`src/rtl/sync_edge.sv`:
```
// Two-flop synchronizer followed by a registered rise/fall detector.
// An input transition shows up on o_rise/o_fall three clocks later, for one cycle.
module sync_edge (
    input  logic clk,
    input  logic rst,
    input  logic i_async,
    output logic o_rise,
    output logic o_fall
);

    logic r_meta;
    logic r_sync;
    logic r_prev;
    logic r_rise;
    logic r_fall;

    always_ff @(posedge clk) begin
        if (rst) begin
            r_meta <= 1'b0;
            r_sync <= 1'b0;
            r_prev <= 1'b0;
            r_rise <= 1'b0;
            r_fall <= 1'b0;
        end else begin
            r_meta <= i_async;
            r_sync <= r_meta;
            r_prev <= r_sync;
            r_rise <= r_sync & ~r_prev;
            r_fall <= ~r_sync & r_prev;
        end
    end

    assign o_rise = r_rise;
    assign o_fall = r_fall;

endmodule

```
`config.mk`:
```
export PLATFORM = sky130hd
export DESIGN_NAME = sync_edge
export DESIGN_NICKNAME = d
export VERILOG_FILES = /design/src/rtl/sync_edge.sv
export SDC_FILE = /design/constraint.sdc
export NUM_CORES = 1
export LEC_CHECK = 0
export CAP_MARGIN = 15
export CELL_PAD_IN_SITES_DETAIL_PLACEMENT = 1
export CELL_PAD_IN_SITES_GLOBAL_PLACEMENT = 1
export CORE_AREA = 2 2 39 41
export DETAILED_ROUTE_END_ITERATION = 16
export DIE_AREA = 0 0 41 43
export PLACE_DENSITY = 0.42
export RECOVER_POWER = 50
export SYNTH_ARGS = -nofsm -noshare
export SYNTH_HDL_FRONTEND = slang
export SYNTH_SLANG_ARGS = --single-unit
export TNS_END_PERCENT = 10
```
`constraint.sdc`:
```
create_clock -name clk -period 0.9 [get_ports clk]
set_input_delay 0.225 -clock clk [delete_from_list [all_inputs] [get_ports clk]]
set_output_delay 0.225 -clock clk [all_outputs]
set_load 0.01 [all_outputs]
```
==> impl_metrics.json <==
{
  "fillers": 169,
  "synth_area_per_cell_um2": 13.4,
  "p_comb_share_pct": 3.8,
  "path_delay_family": "flip-flops",
  "setup_viol": 0,
  "drc": 0,
  "crit_type": "reg -> out",
  "die_y_um": 43,
  "routed_wl_um": 228,
  "gp_congestion": 0.546,
  "pwr-share-seq_pct": 45.5,
  "p_sw_uw": 100,
  "p_int_uw": 410,
  "skew_ns": 0.00323,
  "ff2ff_setup_slack_ns": 0.30,
  "ys_ff_latch": 5,
  "syn_to_final_growth_pct": 57.0,
  "clkPwrFrac_pct": 50.8,
  "floorplan.initialDensity_pct": 9.67,
  "vias": 100,
  "die_w_um": 41,
  "ant_nets": 0,
  "irDropWorstVdd_mv": 0.534,
  "fmax_mhz": 1140,
  "multi_input_area_um2": 33.8,
  "outcome": "finished, final reports clean",
  "grt.overflow.total": 0,
  "hold_viol": 0,
  "grt_util_met1_pct": 4.49,
  "cts_sinks": 5,
  "cts-hold-fix-buffers": 0,
  "dpl.cell_count": 30,
  "top_usage_layer": "met3",
  "fin_ws_ns": 0.0190,
  "timing.rr.start": "r_sync",
  "root_buffer": "clkbuf_4",
  "numCtsBuffers": 3,
  "min_path_cells": 1,
  "p_per_area_mw_per_mm2": 2430,
  "portBuffers": 4,
  "n_antenna_cell": 0,
  "hp-start": "r_prev",
  "critical_path_required_ns": 0.67,
  "dieArea_mm2": 0.00176,
  "met2_usage_pct": 4.69,
  "hold_class": "reg -> reg",
  "dpl_cell_area_um2": 194,
  "p_sw_share_pct": 19.6,
  "post_synth_instance_area_um2": 134,
  "tightest_slew_ns": 0.176,
  "final_area_um2": 210,
  "place_ws_ns": -0.137,
  "cp_num_buf_inv": 1,
  "r2r-end": "o_rise",
  "ff_latch_area_um2": 100,
  "startpoint_type": "flop",
  "htreeDepth": 1,
  "clk_pin_slew_worst_paths_ns": 0.04,
  "worstPathArrival_ns": 0.66,
  "grt_pass1_wl_um": 469,
  "cp_max_fo": 1,
  "ff2ff_path_depth": 1,
  "cp_slowest_stage_delay_ns": 0.29,
  "finalPower_uw": 510,
  "slew_violations": 0,
  "drv_cap": 0,
  "viasPerCell": 2.94,
  "drtIter0Drc": 0,
  "row_count": 14,
  "min_to": "o_rise",
  "drt_pass1_iterations": 1,
  "seq_area_frac_synth_pct": 74.8,
  "stdcell_count": 34,
  "min_period_over_period_pct": 97.9,
  "total_leakage_power_nw": 0.0841,
  "min_period_ns": 0.881,
  "core_mm2": 0.00138,
  "synthDistinctLibCells": 3,
  "grt_max_degree": 6,
  "antenna_found_initial": 0,
  "maxSlewHeadroom_pct": 88.2,
  "worstSkewPairLatency_ns": 0.24,
  "slowest_stage": "dfxtp_1",
  "final_cell_mix": "5 x dfxtp_1, 3 x nor2b_1, 3 x clkbuf_4",
  "ys_warn_count": 0,
  "syn_nets": 13,
  "synthCells": 10,
  "rsz0062_at_grt": "true",
  "grt_usage_pct": 5.02,
  "ioPinCount": 5,
  "drive_above_1_share_pct": 27.8,
  "end_kind": "output port",
  "use_met3_pct": 9.42,
  "tritoncts": "yes",
  "grt_pass1_vias": 106,
  "nets": 22,
  "layout_commonest_cell": "dfxtp_1",
  "hpwl_um": 153,
  "clockBufferDepth": 2,
  "worstPathCellList": "buf_2",
  "wl_per_cell_um": 6.71
}
## cell usage after synthesis
library cell / n / share of area [%]
nor3b_1: 2 / 11
dfxtp_1: 5 / 75
nor2b_1: 3 / 14
## per-layer routing
layer  vias up  part of all wire, %
li1         47                    -
met1        45                   30
met2         8                   42
met3         0                   27
met4         0                    0
met5         -                    0
## power by group through the flow
stage | Clock (mW) | Combinational, mW | Sequential (mW)
after floorplan | 0 | 0.00510 | 0.236
after global placement | 0 | 0.0202 | 0.236
after detailed placement | 0 | 0.0213 | 0.236
after CTS | 0.277 | 0.0196 | 0.232
after global routing | 0.303 | 0.0222 | 0.233
final | 0.259 | 0.0191 | 0.232
## worst max-delay path by stage
| stage | startpoint | depth (start not counted) | slack [ns] | to |
|---|---|---|---|---|
| 2_1_floorplan | o_fall | 0 | 0.34 | o_fall |
| 3_3_place_gp | o_fall | 1 | -0.14 | o_fall |
| 3_5_place_dp | o_rise | 1 | -0.14 | o_rise |
| 4_1_cts | o_rise | 1 | 0.002 | o_rise |
| 5_1_grt | o_rise | 1 | -0.02 | o_rise |
| 6_report | o_rise | 1 | 0.02 | o_rise |
## cells by family after synthesis
kind of cell	Yosys count	share of synthesized area, %
DFF	5	74.8
and+or+nand+nor	5	25.2
## timing repair
action                                  CTS  global route
cloned                                    0             0
pin swaps                                 0             0
setup buffers                             0             0
endpoints found under the setup margin    2             2
endpoints found under the hold margin     0             0
gates resized for setup                   8             0
## stage by stage
| step | hold WS, ns | utilization, % | TNS, ns |
|---|---|---|---|
| 2_1_floorplan | 0.297 | - | 0 |
| 3_3_place_gp | 0.397 | 14.0 | -0.495 |
| 3_5_place_dp | 0.408 | 14.0 | -0.709 |
| 4_1_cts | 0.428 | 15.2 | 0 |
| 5_1_grt | 0.458 | 15.2 | -0.0415 |
| 6_report | 0.422 | 15.2 | 0 |
## sequential cells by signal (all words and copies together), names as in the netlist
register / count
r_meta: 1
r_sync: 1
o_fall: 1
r_prev: 1
o_rise: 1
## cell type report
type	count	area share (%)
repair buffers	4	14.3
clock buffers	4	12.5
flip-flops and latches	5	47.6
well taps	16	9.52
multi-input cells	5	16.1
Power figures use the tool's default switching activity.
